--- config.mk ---
export PLATFORM = sky130hd
export DESIGN_NAME = wdata_chan_mngr_flat
export DESIGN_NICKNAME = d
export VERILOG_FILES = /design/src/rtl/wdata_chan_mngr_pkg.sv /design/src/rtl/wdata_chan_mngr_if.sv /design/src/rtl/wdata_chan_mngr.sv /design/src/flat_wrapper.sv
export SDC_FILE = /design/constraint.sdc
export NUM_CORES = 1
export LEC_CHECK = 0
export CAP_MARGIN = 0
export CORE_ASPECT_RATIO = 0.8
export CORE_MARGIN = 2
export CORE_UTILIZATION = 45
export CTS_BUF_LIST = sky130_fd_sc_hd__clkbuf_16
export CTS_CLUSTER_DIAMETER = 40
export CTS_CLUSTER_SIZE = 10
export DETAILED_ROUTE_END_ITERATION = 12
export GPL_ROUTABILITY_DRIVEN = 0
export PLACE_DENSITY = 0.79
export SLEW_MARGIN = 10
export SYNTH_ARGS = -nofsm -noshare
export SYNTH_HDL_FRONTEND = slang
export SYNTH_SLANG_ARGS = --single-unit
export TNS_END_PERCENT = 1
--- constraint.sdc ---
create_clock -name clk -period 2.3 [get_ports clk]
set_input_delay 0.23 -clock clk [delete_from_list [all_inputs] [get_ports clk]]
set_output_delay 0.23 -clock clk [all_outputs]
set_load 0.02 [all_outputs]
--- src/rtl/wdata_chan_mngr_pkg.sv ---
// Shared constants for the write-data channel: FSM encodings and beat/line geometry.
// Both the manager and the subordinate side of the channel import this package.
package wdata_chan_mngr_pkg;

  localparam int BEAT_W    = 32;
  localparam int LINE_W    = 128;
  localparam int MAX_BEATS = 4;
  localparam int STRB_W    = BEAT_W / 8;
  localparam int MASK_W    = LINE_W / 8;
  localparam int CNT_W     = $clog2(MAX_BEATS);

  // DEFO is sticky; every unused encoding decodes into it.
  localparam logic [1:0] ST_IDLE = 2'b00;
  localparam logic [1:0] ST_SEND = 2'b01;
  localparam logic [1:0] ST_DEFO = 2'b11;

  function automatic logic [BEAT_W-1:0] beat_of(input logic [LINE_W-1:0] line,
                                                input logic [CNT_W-1:0]  idx);
    return line[BEAT_W*idx +: BEAT_W];
  endfunction

  function automatic logic [STRB_W-1:0] strb_of(input logic [MASK_W-1:0] mask,
                                                input logic [CNT_W-1:0]  idx);
    return mask[STRB_W*idx +: STRB_W];
  endfunction

endpackage

--- src/rtl/wdata_chan_mngr_if.sv ---
// Local-side line request and bus write-data channel signals of the manager.
// master = the channel manager itself; slave = the local queue plus bus peer.
interface wdata_chan_mngr_if;
  import wdata_chan_mngr_pkg::*;

  logic                  wdat_m_req;
  logic [LINE_W-1:0]     wdat_m_data;
  logic [MASK_W-1:0]     wdat_m_mask;
  logic [CNT_W-1:0]      wdat_m_len;
  logic                  wdat_m_ack;
  logic                  wvalid;
  logic                  wready;
  logic [BEAT_W-1:0]     wdata;
  logic [STRB_W-1:0]     wstrb;
  logic                  wlast;
  logic                  finish_mwd;

  modport master (
    input  wdat_m_req, wdat_m_data, wdat_m_mask, wdat_m_len, wready,
    output wdat_m_ack, wvalid, wdata, wstrb, wlast, finish_mwd
  );

  modport slave (
    output wdat_m_req, wdat_m_data, wdat_m_mask, wdat_m_len, wready,
    input  wdat_m_ack, wvalid, wdata, wstrb, wlast, finish_mwd
  );

endinterface

--- src/rtl/wdata_chan_mngr.sv ---
// Write-data channel manager: captures one 128-bit line and emits it as a
// 1..4 beat burst of 32-bit beats, with zero-bubble chaining of lines.
module wdata_chan_mngr
  import wdata_chan_mngr_pkg::*;
(
  input  logic               clk,
  input  logic               rst_n,
  wdata_chan_mngr_if.master  bus,
  output logic [1:0]         dbg_state
);

  // Handshakes: a bus beat transfers on a rising edge where wvalid & wready;
  // wvalid and the beat payload stay stable until then. A line transfers on
  // an edge where wdat_m_req & wdat_m_ack; the local side holds req and
  // payload until ack, and ack is only raised when the line can be taken.

  logic [1:0]        state_q, state_d;
  logic [CNT_W-1:0]  cnt_q, cnt_d;
  logic [LINE_W-1:0] data_q, data_d;
  logic [MASK_W-1:0] mask_q, mask_d;
  logic [CNT_W-1:0]  len_q, len_d;
  logic              fin_q, fin_d;

  logic              valid;
  logic              last;
  logic              ack;

  always_comb begin
    valid = (state_q == ST_SEND);
    last  = valid && (cnt_q == len_q);
    ack   = rst_n && bus.wdat_m_req &&
            ((state_q == ST_IDLE) || (valid && bus.wready && last));
  end

  always_comb begin
    state_d = state_q;
    cnt_d   = cnt_q;
    data_d  = data_q;
    mask_d  = mask_q;
    len_d   = len_q;
    fin_d   = valid && bus.wready && last;

    case (state_q)
      ST_IDLE: begin
        if (ack) state_d = ST_SEND;
      end
      ST_SEND: begin
        if (bus.wready) begin
          if (!last)    cnt_d   = cnt_q + 2'd1;
          else if (!ack) state_d = ST_IDLE;
        end
      end
      ST_DEFO: state_d = ST_DEFO;
      default: state_d = ST_DEFO;
    endcase

    // A capture always restarts the beat counter, whether from IDLE or chained.
    if (ack) begin
      data_d = bus.wdat_m_data;
      mask_d = bus.wdat_m_mask;
      len_d  = bus.wdat_m_len;
      cnt_d  = '0;
    end
  end

  always_ff @(posedge clk) begin
    if (!rst_n) begin
      state_q <= ST_IDLE;
      cnt_q   <= '0;
      data_q  <= '0;
      mask_q  <= '0;
      len_q   <= '0;
      fin_q   <= 1'b0;
    end else begin
      state_q <= state_d;
      cnt_q   <= cnt_d;
      data_q  <= data_d;
      mask_q  <= mask_d;
      len_q   <= len_d;
      fin_q   <= fin_d;
    end
  end

  // Payload is gated with wvalid so the bus sees zeros outside a burst.
  assign bus.wdat_m_ack = ack;
  assign bus.wvalid     = valid;
  assign bus.wlast      = last;
  assign bus.wdata      = valid ? beat_of(data_q, cnt_q) : '0;
  assign bus.wstrb      = valid ? strb_of(mask_q, cnt_q) : '0;
  assign bus.finish_mwd = fin_q;
  assign dbg_state      = state_q;

endmodule

--- src/flat_wrapper.sv ---
// flat-port wrapper written by rule: the top's interface ports become plain ports
module wdata_chan_mngr_flat import wdata_chan_mngr_pkg::*;
  (clk, rst_n, dbg_state, bus_wdat_m_req, bus_wdat_m_data, bus_wdat_m_mask, bus_wdat_m_len, bus_wready, bus_wdat_m_ack, bus_wvalid, bus_wdata, bus_wstrb, bus_wlast, bus_finish_mwd);
  wdata_chan_mngr_if bus_i ();
  input  logic clk;
  input  logic rst_n;
  output logic [1:0] dbg_state;
  input wire logic [$bits(bus_i.wdat_m_req)-1:0] bus_wdat_m_req;
  input wire logic [$bits(bus_i.wdat_m_data)-1:0] bus_wdat_m_data;
  input wire logic [$bits(bus_i.wdat_m_mask)-1:0] bus_wdat_m_mask;
  input wire logic [$bits(bus_i.wdat_m_len)-1:0] bus_wdat_m_len;
  input wire logic [$bits(bus_i.wready)-1:0] bus_wready;
  output wire logic [$bits(bus_i.wdat_m_ack)-1:0] bus_wdat_m_ack;
  output wire logic [$bits(bus_i.wvalid)-1:0] bus_wvalid;
  output wire logic [$bits(bus_i.wdata)-1:0] bus_wdata;
  output wire logic [$bits(bus_i.wstrb)-1:0] bus_wstrb;
  output wire logic [$bits(bus_i.wlast)-1:0] bus_wlast;
  output wire logic [$bits(bus_i.finish_mwd)-1:0] bus_finish_mwd;
  assign bus_i.wdat_m_req = bus_wdat_m_req;
  assign bus_i.wdat_m_data = bus_wdat_m_data;
  assign bus_i.wdat_m_mask = bus_wdat_m_mask;
  assign bus_i.wdat_m_len = bus_wdat_m_len;
  assign bus_i.wready = bus_wready;
  assign bus_wdat_m_ack = bus_i.wdat_m_ack;
  assign bus_wvalid = bus_i.wvalid;
  assign bus_wdata = bus_i.wdata;
  assign bus_wstrb = bus_i.wstrb;
  assign bus_wlast = bus_i.wlast;
  assign bus_finish_mwd = bus_i.finish_mwd;
  wdata_chan_mngr u_core (.clk(clk), .rst_n(rst_n), .bus(bus_i), .dbg_state(dbg_state));
endmodule
# [Word-level counts from Yosys, hierarchy flattened]
# Cells that the tools add are included.
[op_classes] n_addsub=1 eq_ne=6 shift=2 muxes=7 n_bitwise=2 reduce_logical=10
[op_table] operator="$shiftx A128 B8 Y32" n=1
[op_table] operator="$mux W32" n=1
[op_table] operator="$shiftx A16 B5 Y4" n=1
[op_table] operator="$mux W2" n=4
[op_table] operator="$ne A2 B2 Y1 const B" n=4
[op_table] operator="$logic_and A1 B1 Y1" n=5
[op_table] operator="$mux W4" n=1
[op_table] operator="$pmux W2 S2" n=1
[op_table] operator="$reduce_and A4 Y1" n=1
[op_table] operator="$reduce_and A3 Y1" n=1
[op_table] operator="$add A2 B1 Y2 const B" n=1
[op_table] operator="$eq A2 B1 Y1 const B" n=1
[op_table] operator="$eq A2 B2 Y1" n=1
[op_table] operator="$logic_not A2 Y1" n=1
[op_table] operator="$not A1 Y1" n=2
[op_table] operator="$reduce_or A2 Y1" n=1
[op_table] operator="$logic_or A1 B1 Y1" n=1
[totals] reg_bits=151 inputBits=150 out_inout_bits=42 wordCells=34

# [Longest topological paths before layout]
[logic_depth] ltp_word=9 ltp_mapped=6 mapped_depth_nobuf=4

# [Least setup slack after synthesis]
# No wires, ideal clock.
[synth_timing] path_type="reg-to-output" from="reg u_core.cnt_q[0]" to="out bus_wdata[13]" arrival_time_ns=1.654 t_required_ns=2.070 path_slack_ns=0.416 stages_incl_launch_ff=5 n_path_buf=2 path_cell_list="dfxtp_1 > buf_2 > buf_2 > mux4_2 > nor2b_1"
[synth_between] elab_chain_cells=2
[synth_lines] element="start: declaration" line="wdata_chan_mngr.sv:18" source="logic [CNT_W-1:0] cnt_q, cnt_d;"
[synth_lines] element="start signal: assignment" line="wdata_chan_mngr.sv:76" source="cnt_q <= cnt_d;"
[synth_lines] element="$shiftx A128 B8 Y32" line="wdata_chan_mngr_pkg.sv:19" source="return line[BEAT_W*idx +: BEAT_W];"
[synth_lines] element="$mux W32" line="wdata_chan_mngr.sv:88" source="assign bus.wdata = valid ? beat_of(data_q, cnt_q) : '0;"
[synth_lines] element="end: declaration" line="flat_wrapper.sv:15" source="output wire logic [$bits(bus_i.wdata)-1:0] bus_wdata;"
# Every way passes these cells.

# [Worst setup path in the final report]
[layout_timing] from="reg u_core.cnt_q[0]" to="out bus_wdat_m_ack"
[layout_between] elab_chain_cells=5
[layout_lines] element="$eq A2 B2 Y1" line="wdata_chan_mngr.sv:30" source="last = valid && (cnt_q == len_q);"
[layout_lines] element="$logic_and A1 B1 Y1" line="wdata_chan_mngr.sv:30"
[layout_lines] element="$logic_and A1 B1 Y1" line="wdata_chan_mngr.sv:32" source="((state_q == ST_IDLE) || (valid && bus.wready && last));"
[layout_lines] element="$logic_or A1 B1 Y1" line="wdata_chan_mngr.sv:32"
[layout_lines] element="$logic_and A1 B1 Y1" line="wdata_chan_mngr.sv:31" source="ack = rst_n && bus.wdat_m_req &&"
[layout_lines] element="end: declaration" line="flat_wrapper.sv:13" source="output wire logic [$bits(bus_i.wdat_m_ack)-1:0] bus_wdat_m_ack;"
# Every way passes these cells.

==> summary.md <==
| Metric | Value |
|---|---|
| GR Overflow Total | `0` |
| # nets final | `765` |
| TritonCTS clock tree | `yes` |
| Post-DP HPWL | `9.80 mm` |
| P_leak | `3.33 nW` |
| Critical Path Stages | `4` |
| Least-Margin Pin Slew | `0.468 ns` |
| Crit path max fanout | `5` |
| Post-DP Area | `7780 um^2` |
| Initial cell density of the core | `46.5%` |
| Crit-path leading delay family | `flip-flops` |
| Vias in the first global route | `4554` |
| Antenna Cells | `0` |
| CP bufs+invs | `1` |
| Crit-path cells | `xnor2_1 > a31o_2 > and4_4 > dlygate4sd2_1` |
| Nature of the critical path endpoint | `output pin` |
| Buffers on Ports | `191` |
| Area grow syn2layout | `47.5%` |
| Die area | `13600 um^2` |
| Clk buf depth | `2` |
| # clock sinks | `151` |
| Commonest cells after routing, fill and taps aside | `clkdlybuf4s50_1, dfxtp_1, a22o_1` |
| Seq/Total Area, Yosys | `53.1%` |
| Area occupied by multi-input gates | `2460 um^2` |
| DR vias | `4389` |
| HP Class | `in -> reg` |
| Fin crit share | `97.6%` |
| Syn Nets | `587` |
| CTS root buf | `clkbuf_16` |
| WS Path Type | `reg -> out` |
| Power Total | `6.54 mW` |
| All-layer global routing usage | `22.5%` |
| Status | `complete, no violations` |
| Synthesized area per cell | `13.0 um^2` |
| CTS H-tree lvls | `4` |
| Vert. Die Dim | `105 um` |
| Worst skew pair latency | `0.41 ns` |
| Final WL | `15.1 mm` |
| Unique cell type count in the Yosys netlist | `21` |
| Power density over the cells | `779 nW/um^2` |
| DRC | `0` |
| Drt pass-1 iters | `5` |
| RSZ-0062 raised after global routing | `yes` |
| Dpl cells | `766` |
| Hold depth | `2` |
| CTS clk-pin slew, worst paths | `0.06 ns` |
| Setup crit start kind | `flip-flop` |
| CP required | `2.07 ns` |
| Ys Warns | `0` |
| # hold bufs at CTS | `0` |
| Commonest non-fill, non-tap cell in the layout | `clkdlybuf4s50_1` |
| Final setup violation count | `0` |
| Starting DRT DRC Count | `306` |
| Mapped Cells | `437` |
| Final min period | `2.24 ns` |
| Max incr delay on CP | `0.39 ns` |
| Final Slew Violations | `0` |
| Row cnt | `36` |
| Worst Reg2Reg Path Length in Cells | `5` |
| Max_cap viols | `0` |
| Sequential Area | `3030 um^2` |
| Final ANT Viol Nets | `0` |
| CTS buffer count | `17` |
| First-pass GRT wire length | `23.5 mm` |
| Die width | `130 um` |
| Vias per inst | `5.50` |
| Achievable Freq | `446 MHz` |
| Worst EP arrival | `2.01 ns` |
| Ports | `192` |
| Fin cells | `798` |
| Final hold vios | `0` |
| Filler cell count | `922` |
| Drt wl/cell | `18.9 um` |
| Mapped cell area | `5690 um^2` |
| CP max stage cell | `dfxtp_4` |
| Worst clock skew | `0.0102 ns` |
| Core ar. | `12300 um^2` |
| Largest net degree at the start of global routing | `100` |
| Max IR drop VDD | `537 uV` |
| Final instance area | `8400 um^2` |
| Layout cells sized above 1 | `13.2%` |
| Initial antenna violation count | `0` |
| Number of synthesized register bits | `151` |
| Slew HR | `68.8%` |
-- per-stage QoR --
step | hold slack, ns | util, % | setup slack [ns] | setup TNS [ns]
2_1_floorplan | 0.363 | - | 0.416 | 0
3_3_place_gp | 0.450 | 63.5 | 0.194 | 0
3_5_place_dp | 0.453 | 63.5 | 0.190 | 0
4_1_cts | 0.401 | 68.1 | 0.00816 | 0
5_1_grt | 0.407 | 68.5 | -0.0353 | -0.0448
6_report | 0.412 | 68.5 | 0.0560 | 0
-- what timing repair did --
item                                    4_1_cts  5_1_grt
endpoints found under the setup margin       37       30
gates cloned                                  0        1
buffers inserted                              0        0
resized for setup                            37       10
endpoints found under the hold margin         0        0
-- final cells by class --
type | count | area share (%)
clock buffer | 17 | 5.07
tap | 171 | 2.55
sequential | 151 | 36.1
clock inverter | 14 | 2.21
multi-input combinational | 237 | 29.4
timing repair buffer | 203 | 24.5
inverter | 5 | 0.224
-- logic make-up (layout without fill, tap and decap cells) --
group,Yosys count,count (layout),synth area share [%]
AOI/OAI and AO/OA,151,151,23.1
DFF,151,151,53.1
buffers and inverters,49,239,4.09
and+or+nand+nor,46,46,4.88
muxes,36,36,14.2
xor gates and xnor gates,4,4,0.615
-- routing by layer --
metal  vias to the layer above  part of all wire, %  global-route usage (%)
li1                       2062                    -                       -
met1                      2131                   45                    29.9
met2                       173                   45                    33.7
met3                        23                  8.2                    7.63
met4                         0                  1.8                    8.91
met5                         -                    0                       0
-- registers in the layout, indices dropped and copies added (netlist names) --
name                   count
u_core.bus.finish_mwd      1
u_core.dbg_state           2
u_core.data_q            128
u_core.mask_q             16
u_core.cnt_q               2
u_core.len_q               2
-- power by group --
part	switching (mW)	leakage [nW]	internal [mW]	total (mW)
sequential	0.0995	1.24	2.80	2.90
combinational	0.288	1.80	0.489	0.777
clock	1.07	0.291	1.80	2.87
-- Yosys cell counts (all sizes together) --
cell type / n / area [um^2]
nor4: 1 / 6.26
xnor2: 2 / 17.5
a21oi: 1 / 5.00
a211oi: 2 / 15.0
nor2b: 36 / 225
a22o: 146 / 1280
xor2: 2 / 17.5
buf: 36 / 184
inv: 5 / 18.8
dfxtp: 151 / 3020
mux4: 36 / 811
nand2: 2 / 7.51
clkbuf: 8 / 30.0
and2: 2 / 12.5
nand2b: 1 / 6.26
a31o: 1 / 8.76
a31oi: 1 / 6.26
and4: 1 / 8.76
nor2: 3 / 11.3
-- final timing paths --
| path | start | endpoint | slack [ns] |
|---|---|---|---|
| min reg2reg | u_core.data_q[40]$_SDFFE_PN0P_ | u_core.data_q[40]$_SDFFE_PN0P_ | 0.47 |
| max | u_core.cnt_q[0]$_SDFFE_PP0P_ | bus_wdat_m_ack | 0.06 |
| max reg2reg | u_core.cnt_q[0]$_SDFFE_PP0P_ | u_core.data_q[83]$_SDFFE_PN0P_ | 0.35 |
| min | bus_wdat_m_data[68] | u_core.data_q[68]$_SDFFE_PN0P_ | 0.41 |
(Power assumes the default switching activity.)
